### src/rtl/ccff_loader_if.sv
// Handshake and chain-side signals between the ccff loader and its bitstream
// source, readback consumer and configuration chain.
interface ccff_loader_if #(
    parameter int unsigned WORD_W = 8
);
    logic              start_load;
    logic              start_readback;
    logic [WORD_W-1:0] cfg_data;
    logic              cfg_valid;
    logic              cfg_ready;
    logic [WORD_W-1:0] rd_data;
    logic              rd_valid;
    logic              rd_ready;
    logic              ccff_head;
    logic              ccff_tail;
    logic              ccff_shift_en;
    logic              busy;
    logic              done;

    modport slave (
        input  start_load, start_readback, cfg_data, cfg_valid, rd_ready, ccff_tail,
        output cfg_ready, rd_data, rd_valid, ccff_head, ccff_shift_en, busy, done
    );

    modport master (
        output start_load, start_readback, cfg_data, cfg_valid, rd_ready, ccff_tail,
        input  cfg_ready, rd_data, rd_valid, ccff_head, ccff_shift_en, busy, done
    );
endinterface

### src/rtl/ccff_loader.sv
// Serial loader / non-destructive readback engine for a configuration
// flip-flop chain; bitstream is word-based, ordered tail-first, MSB-first.
module ccff_loader #(
    parameter int unsigned CHAIN_LEN = 12,
    parameter int unsigned WORD_W    = 8
) (
    input  logic         prog_clk,
    input  logic         prog_reset,
    ccff_loader_if.slave bus
);
    localparam int unsigned CW = $clog2(CHAIN_LEN + 1);
    localparam int unsigned BW = $clog2(WORD_W + 1);

    typedef enum logic [2:0] {
        IDLE,
        LD_WAIT,
        LD_SHIFT,
        RB_SHIFT,
        RB_OUT,
        FIN
    } state_e;

    state_e            state_q, state_d;
    logic [CW-1:0]     rem_q, rem_d;
    logic [BW-1:0]     bit_q, bit_d;
    logic [WORD_W-1:0] word_q, word_d;
    logic [WORD_W-1:0] cap_q, cap_d;
    logic              last_word;
    logic              last_chain;

    assign bus.rd_data = cap_q;

    // Next-state, counters and chain-side outputs
    always_comb begin
        state_d           = state_q;
        rem_d             = rem_q;
        bit_d             = bit_q;
        word_d            = word_q;
        cap_d             = cap_q;
        bus.cfg_ready     = 1'b0;
        bus.rd_valid      = 1'b0;
        bus.ccff_head     = 1'b0;
        bus.ccff_shift_en = 1'b0;
        bus.done          = 1'b0;
        bus.busy          = (state_q != IDLE);
        last_word         = (bit_q == BW'(WORD_W - 1));
        last_chain        = (rem_q <= CW'(1));

        case (state_q)
            IDLE: begin
                if (bus.start_load) begin
                    state_d = LD_WAIT;
                    rem_d   = CW'(CHAIN_LEN);
                end else if (bus.start_readback) begin
                    state_d = RB_SHIFT;
                    rem_d   = CW'(CHAIN_LEN);
                    bit_d   = '0;
                    cap_d   = '0;
                end
            end
            LD_WAIT: begin
                bus.cfg_ready = 1'b1;
                if (bus.cfg_valid) begin
                    word_d  = bus.cfg_data;
                    bit_d   = '0;
                    state_d = LD_SHIFT;
                end
            end
            LD_SHIFT: begin
                bus.ccff_shift_en = 1'b1;
                bus.ccff_head     = word_q[WORD_W-1];
                word_d            = word_q << 1;
                bit_d             = bit_q + BW'(1);
                if (rem_q != '0) rem_d = rem_q - CW'(1);
                // Leftover bits of a partial final word are simply dropped
                if (last_chain)     state_d = FIN;
                else if (last_word) state_d = LD_WAIT;
            end
            RB_SHIFT: begin
                bus.ccff_shift_en = 1'b1;
                bus.ccff_head     = bus.ccff_tail;
                cap_d             = cap_q | (WORD_W'(bus.ccff_tail) << (BW'(WORD_W - 1) - bit_q));
                bit_d             = bit_q + BW'(1);
                if (rem_q != '0) rem_d = rem_q - CW'(1);
                if (last_chain || last_word) state_d = RB_OUT;
            end
            RB_OUT: begin
                bus.rd_valid = 1'b1;
                if (bus.rd_ready) begin
                    if (rem_q == '0) begin
                        state_d = FIN;
                    end else begin
                        state_d = RB_SHIFT;
                        bit_d   = '0;
                        cap_d   = '0;
                    end
                end
            end
            FIN: begin
                bus.done = 1'b1;
                state_d  = IDLE;
            end
            default: state_d = IDLE;
        endcase
    end

    always_ff @(posedge prog_clk or posedge prog_reset) begin
        if (prog_reset) begin
            state_q <= IDLE;
            rem_q   <= '0;
            bit_q   <= '0;
            word_q  <= '0;
            cap_q   <= '0;
        end else begin
            state_q <= state_d;
            rem_q   <= rem_d;
            bit_q   <= bit_d;
            word_q  <= word_d;
            cap_q   <= cap_d;
        end
    end
endmodule

### src/flat_wrapper.sv
// flat-port wrapper written by rule: the top's interface ports become plain ports
module ccff_loader_flat 
#(
    parameter int unsigned CHAIN_LEN = 12,
    parameter int unsigned WORD_W    = 8
)
  (prog_clk, prog_reset, bus_start_load, bus_start_readback, bus_cfg_data, bus_cfg_valid, bus_rd_ready, bus_ccff_tail, bus_cfg_ready, bus_rd_data, bus_rd_valid, bus_ccff_head, bus_ccff_shift_en, bus_busy, bus_done);
  ccff_loader_if #(.WORD_W(WORD_W)) bus_i ();
  input  logic prog_clk;
  input  logic prog_reset;
  input wire logic [$bits(bus_i.start_load)-1:0] bus_start_load;
  input wire logic [$bits(bus_i.start_readback)-1:0] bus_start_readback;
  input wire logic [$bits(bus_i.cfg_data)-1:0] bus_cfg_data;
  input wire logic [$bits(bus_i.cfg_valid)-1:0] bus_cfg_valid;
  input wire logic [$bits(bus_i.rd_ready)-1:0] bus_rd_ready;
  input wire logic [$bits(bus_i.ccff_tail)-1:0] bus_ccff_tail;
  output wire logic [$bits(bus_i.cfg_ready)-1:0] bus_cfg_ready;
  output wire logic [$bits(bus_i.rd_data)-1:0] bus_rd_data;
  output wire logic [$bits(bus_i.rd_valid)-1:0] bus_rd_valid;
  output wire logic [$bits(bus_i.ccff_head)-1:0] bus_ccff_head;
  output wire logic [$bits(bus_i.ccff_shift_en)-1:0] bus_ccff_shift_en;
  output wire logic [$bits(bus_i.busy)-1:0] bus_busy;
  output wire logic [$bits(bus_i.done)-1:0] bus_done;
  assign bus_i.start_load = bus_start_load;
  assign bus_i.start_readback = bus_start_readback;
  assign bus_i.cfg_data = bus_cfg_data;
  assign bus_i.cfg_valid = bus_cfg_valid;
  assign bus_i.rd_ready = bus_rd_ready;
  assign bus_i.ccff_tail = bus_ccff_tail;
  assign bus_cfg_ready = bus_i.cfg_ready;
  assign bus_rd_data = bus_i.rd_data;
  assign bus_rd_valid = bus_i.rd_valid;
  assign bus_ccff_head = bus_i.ccff_head;
  assign bus_ccff_shift_en = bus_i.ccff_shift_en;
  assign bus_busy = bus_i.busy;
  assign bus_done = bus_i.done;
  ccff_loader #(.CHAIN_LEN(CHAIN_LEN), .WORD_W(WORD_W)) u_core (.prog_clk(prog_clk), .prog_reset(prog_reset), .bus(bus_i));
endmodule
### config.mk
export PLATFORM = sky130hd
export DESIGN_NAME = ccff_loader_flat
export DESIGN_NICKNAME = d
export VERILOG_FILES = /design/src/rtl/ccff_loader_if.sv /design/src/rtl/ccff_loader.sv /design/src/flat_wrapper.sv
export SDC_FILE = /design/constraint.sdc
export NUM_CORES = 1
export LEC_CHECK = 0
export BUFFER_PORTS_ARGS = -buffer_cell sky130_fd_sc_hd__buf_2
export CORE_MARGIN = 2
export CORE_UTILIZATION = 35
export DETAILED_ROUTE_END_ITERATION = 6
export PLACE_DENSITY_LB_ADDON = 0.3
export SLEW_MARGIN = 15
export SYNTH_ARGS = -nofsm -noshare
export SYNTH_HDL_FRONTEND = slang
export SYNTH_SLANG_ARGS = --single-unit
### constraint.sdc
create_clock -name prog_clk -period 2.1 [get_ports prog_clk]
set_clock_uncertainty 0.15 [all_clocks]
set_input_delay 0.42 -clock prog_clk [delete_from_list [all_inputs] [get_ports prog_clk]]
set_output_delay 0.42 -clock prog_clk [all_outputs]
set_load 0.01 [all_outputs]
### Word level (Yosys, flattened, before mapping)

Cells that the tools add are included.

| cells by class | value |
|---|---|
| add/sub/neg operators | 3 |
| $lt $le $gt $ge | 1 |
| equality and inequality tests | 15 |
| shift-type cells | 1 |
| muxes and demuxes | 31 |
| bitwise logic cells | 1 |
| reductions and logical operators | 15 |

Operators with widths:

| kind | number |
|---|---|
| 8-bit two-way mux | 5 |
| 4-bit two-way mux | 8 |
| 3-bit two-way mux | 8 |
| 8-bit one-hot mux with 3 select lines | 1 |
| 4-bit one-hot mux with 4 select lines | 1 |
| 8-bit one-hot mux with 2 select lines | 1 |
| 3-bit one-hot mux with 5 select lines | 1 |
| 2-bit inequality test (second input constant) | 5 |
| 5-bit AND reduction | 2 |
| 8-bit OR | 1 |
| 4-bit one-hot mux with 2 select lines | 1 |
| 4-bit nonzero test | 2 |
| 1-bit by 4-bit << shifter with 8-bit output | 1 |
| 3-bit by 2-bit equality test with 1-bit output (second input constant) | 2 |
| 3-bit equality test (second input constant) | 2 |
| 6-bit AND reduction | 1 |
| 3-bit nonzero test | 2 |
| 4-bit by 1-bit adder with 4-bit output (second input constant) | 1 |
| 4-bit by 3-bit equality test with 1-bit output (second input constant) | 1 |
| 4-bit by 1-bit less-or-equal comparator with 1-bit output (second input constant) | 1 |
| 4-bit zero test | 1 |
| 1-bit two-way mux | 4 |
| 2-bit by 1-bit inequality test with 1-bit output (second input constant) | 2 |
| 2-bit nonzero test | 2 |
| 11 further kinds | 11 |

| word-level totals | value |
|---|---|
| flip-flop bits (word level) | 27 |
| bits of input ports | 15 |
| output and inout bits | 14 |
| logic and storage cells | 72 |

### Logic depth before layout (Yosys ltp)

| depth | value |
|---|---|
| word-level depth | 4 |
| depth in mapped cells | 7 |
| depth with buffers taken out | 6 |

### Worst setup path after synthesis

No wires, ideal clock.

| timing | value |
|---|---|
| path type | reg2reg |
| start point | register u_core.rem_q[0] |
| end point | register u_core.cap_q[5] (netlist: u_core.bus.rd_data[5]) |
| library setup time | 0.135 ns |
| data arrival time | 1.737 ns |
| data required time | 1.815 ns |
| path slack | 0.078 ns |
| cell stages (with the launch flop) | 8 |
| buffers on the path | 1 |
| clock period less this slack | 2.022 ns |
| path through | dfrtp_1 > inv_1 > ha_1 > or3b_4 > a221o_1 > buf_6 > a41oi_1 > nor2_1 |

| on the way | value |
|---|---|
| longest elaborated chain between the ends | 3 |

RTL lines:

| item | line | RTL |
|---|---|---|
| start: declaration | ccff_loader.sv:24 | `logic [CW-1:0] rem_q, rem_d;` |
| start signal: assignment | ccff_loader.sv:116 | `rem_q <= rem_d;` |
| 4-bit zero test | ccff_loader.sv:90 | `if (rem_q == '0) begin` |
| 2-bit inequality test (no line) | n/a |  |
| 5-bit AND reduction (no line) | n/a |  |
| end signal: assignment | ccff_loader.sv:119 | `cap_q <= cap_d;` |
| end: declaration | ccff_loader.sv:27 | `logic [WORD_W-1:0] cap_q, cap_d;` |

Every way passes these cells.
A chain may end at the register's enable or synchronous reset.

### Final worst setup path

| timing | value |
|---|---|
| start point | register u_core.rem_q[0] |
| end point | register u_core.bit_q[3] |

| on the way | value |
|---|---|
| longest elaborated chain between the ends | 3 |

RTL lines:

| item | line | RTL |
|---|---|---|
| 4-bit zero test | ccff_loader.sv:90 |  |
| 2-bit inequality test (no line) | n/a |  |
| 6-bit AND reduction (no line) | n/a |  |
| end signal: assignment | ccff_loader.sv:117 | `bit_q <= bit_d;` |
| end: declaration | ccff_loader.sv:25 | `logic [BW-1:0] bit_q, bit_d;` |

Every way passes these cells.

==> metrics.md <==
| Metric | Value |
|---|---|
| Outcome | `complete, no violations` |
| Die height | `70.9 um` |
| Hold_ws | `45.5 ps` |
| # IOs | `29` |
| CP Data Required Time | `2150 ps` |
| Area fraction of the dominant cell type after synthesis | `0.432` |
| Post-synth EDFFs | `0` |
| Clk_lat worst skew | `270 ps` |
| Vias/cell | `5.39` |
| Sw frac | `0.428` |
| Rows | `24` |
| Sinks on Clock Net | `27` |
| Initial core utilization | `0.362` |
| Max-slew headroom | `0.623` |
| Yosys warns | `0` |
| Cells after Synth | `164` |
| GRT Overall Usage | `0.147` |
| HPWL after detailed placement | `2580 um` |
| Crit path cell chain | `inv_2, ha_4, or3b_4, a221o_2, a31o_1, a21oi_2` |
| Worst setup SP type | `flip-flop` |
| WS Path Type | `flip-flop to flip-flop` |
| Initial antenna violation count | `0` |
| Overall routed net length | `3610 um` |
| RSZ-0062 raised after global routing | `no` |
| Worst-Margin Slew | `564 ps` |
| Max frequency | `0.495 GHz` |
| Largest net degree at the start of global routing | `28` |
| Most instantiated cells after synthesis | `27 x dfrtp_1, 17 x nor2_1, 11 x mux2i_1, 11 x nand2_1, 10 x o21ai_1` |
| Max-slew violation count | `0` |
| Async SR Flop Fraction | `1.00` |
| Grt ovf | `0` |
| ANT nets after route | `0` |
| Die width | `70.9 um` |
| CP startpoint | `u_core.rem_q[0]$_DFFE_PP0P_` |
| Number of remaining DRC errors | `0` |
| Setup violators final | `0` |
| Static leakage | `0.863 nW` |
| Pwr dens | `1530 mW/mm2` |
| Fill cell count | `446` |
| Hold crit path type | `primary input to async pin` |
| Share of cells above drive strength 1 | `0.297` |
| Critical path fanouts, max | `7` |
| Synth-to-layout area growth | `23.6%` |
| Most frequent cell after synthesis | `dfrtp_1` |
| Drt initial violations | `70` |
| Vias in the first global route | `1369` |
| First-pass GRT wire length | `6120 um` |
| Routed len/inst | `14.2 um` |
| Die ar. | `0.00502 mm2` |
| Ys flop type | `dfrtp_1` |
| Synthesized area per cell | `9.54 um2` |
| Logic pwr share | `0.580` |
| Root buf cell | `clkbuf_8` |
| Tmin final | `2020 ps` |
| Top post-synthesis cells by area | `dfrtp_1 43%, mux2i_1 7.0%, nor2_1 4.1%, a41oi_1 3.9%, o21ai_1 3.2%` |
| CTS Buf Count | `3` |
| Syn_nets | `182` |
| Slowest stage delay, CP | `450 ps` |
| H-tree depth | `1` |
| Final Cycle Share | `0.962` |
| Reg2Reg Setup Slack | `80 ps` |
| Total of max-cap violations | `0` |
| Psw | `1.26 mW` |
| Setup Total Neg Slack | `0 ps` |
| DR vias | `1370` |
| Post-CTS Hold Buffers | `0` |
| Clk pwr share | `0.099` |
| Post-synthesis sequential area ratio | `0.432` |
| Reg2reg path depth | `6` |
| Port bufs | `28` |
| Crit end category | `flip-flop` |
| Clock Tree Buf Depth | `2` |
| Final hold vios | `0` |
| DP Area | `0.00183 mm2` |
| Post-synth cell types | `44` |
| Slowest cell on crit path | `a221o_2` |
| Core area | `0.00432 mm2` |
| RD Place Congestion | `0.826` |
| Reg-to-Reg Start | `u_core.rem_q[0]$_DFFE_PP0P_` |
| Clock-pin slew on the worst setup and hold paths | `90 ps` |
| Area leader, netlist | `dfrtp_1` |
| Critical R2R Capture | `u_core.bit_q[3]$_DFFE_PP0P_` |
| Yosys reg bits | `27` |
| Router iterations before antenna repair | `4` |
| Sequential Power Share | `0.321` |
| VDD IR max | `0.000603 V` |
| Worst path arrival time | `2070 ps` |
| Cell area after synthesis | `0.00157 mm2` |
| Inserted Diodes | `0` |
| Cell Int Power | `1.69 mW` |
| Final nets | `221` |
| CTS tree | `built` |
| Post-route cell area | `0.00193 mm2` |
==> layout make-up <==
cell class                      instances  area, um2  area share
Timing Repair Buffer                   43        265       0.137
Clock buffer                            4       45.0      0.0233
Inverter                                9       33.8      0.0175
Multi-Input combinational cell        119        848       0.439
Sequential cell                        27        677       0.350
Tap cell                               52       65.1      0.0336
==> power groups by stage <==
stage	Sequential (mW)	Combinational, mW	Clock (mW)
after floorplan	0.907	1.12	0
after global routing	0.989	1.92	0.315
after CTS	0.939	1.61	0.308
after detailed placement	0.947	1.60	0
final	0.949	1.71	0.291
after global placement	0.943	1.58	0
==> worst max-delay path, delay by kind of cell, from the launching register on <==
kind / cells / cell delay (ps)
AO/OA/AOI/OAI: 3 / 770
flip-flops: 1 / 410
AND/OR/NAND/NOR: 1 / 390
adder cells (fa/ha/maj): 1 / 130
buffers and inverters: 1 / 100
==> routing by layer <==
layer | vias up | track usage | part of all wire
li1 | 681 | - | -
met1 | 649 | 0.211 | 0.49
met2 | 36 | 0.224 | 0.46
met3 | 4 | 0.0285 | 0.043
met4 | 0 | 0.0482 | 0.0072
met5 | - | 0 | 0
==> layout by cell type (no fill, tap or decap), types with 3 or more instances in the layout <==
cell type | netlist | final
a2bb2oi_1 | 3 | 3
a41oi_1 | 7 | 7
and3_1 | 3 | 3
buf_2 | 3 | 28
buf_4 | 1 | 14
clkbuf_8 | 0 | 3
dfrtp_1 | 27 | 26
inv_1 | 9 | 7
mux2i_1 | 11 | 11
nand2_1 | 11 | 11
nor2_1 | 17 | 17
nor3_1 | 4 | 4
nor3b_1 | 5 | 5
o21ai_0 | 5 | 5
o21ai_1 | 10 | 9
or2_1 | 3 | 3
==> kinds of logic after synthesis <==
logic type | Yosys count | share of synthesized area
adders and majority gates | 3 | 0.0240
AOI/OAI and AO/OA | 44 | 0.209
DFF | 27 | 0.432
buffers and inverters | 19 | 0.0568
and+or+nand+nor | 58 | 0.193
muxes | 13 | 0.0847
==> registers in the layout, indices dropped and copies added, names as in the netlist <==
| name | cells |
|---|---|
| u_core.bit_q | 4 |
| u_core.bus.rd_data | 8 |
| u_core.rem_q | 4 |
| u_core.state_q | 3 |
| u_core.word_q | 8 |
==> stage by stage <==
step | cells | worst slack [ps] | power (mW) | utilization
floorplan | 164 | 78.1 | 2.03 | -
global placement | 248 | 59.0 | 2.53 | 0.424
detailed placement | 248 | 10.8 | 2.55 | 0.424
CTS | 252 | 22.7 | 2.86 | 0.435
global route | 254 | 1.55 | 3.22 | 0.447
finish | 254 | 80.4 | 2.95 | 0.447
==> worst max path at each step <==
stage / to / slack, ps / cells after the start
6_report: u_core.bit_q[3]$_DFFE_PP0P_ / 80 / 6
3_5_place_dp: u_core.bit_q[3]$_DFFE_PP0P_ / 10 / 6
2_1_floorplan: u_core.bus.rd_data[5]$_DFFE_PP0P_ / 80 / 7
5_1_grt: u_core.bit_q[2]$_DFFE_PP0P_ / 2 / 6
3_3_place_gp: u_core.bit_q[2]$_DFFE_PP0P_ / 60 / 6
4_1_cts: u_core.bit_q[3]$_DFFE_PP0P_ / 20 / 6
==> what timing repair did <==
item                                    in CTS  in global routing
pin swaps                                    0                  1
endpoints found under the setup margin       2                 11
gates cloned                                 0                  1
buffers inserted                             0                  1
resized for setup                            1                  9
Note: power is estimated with default switching activity, not from simulation.
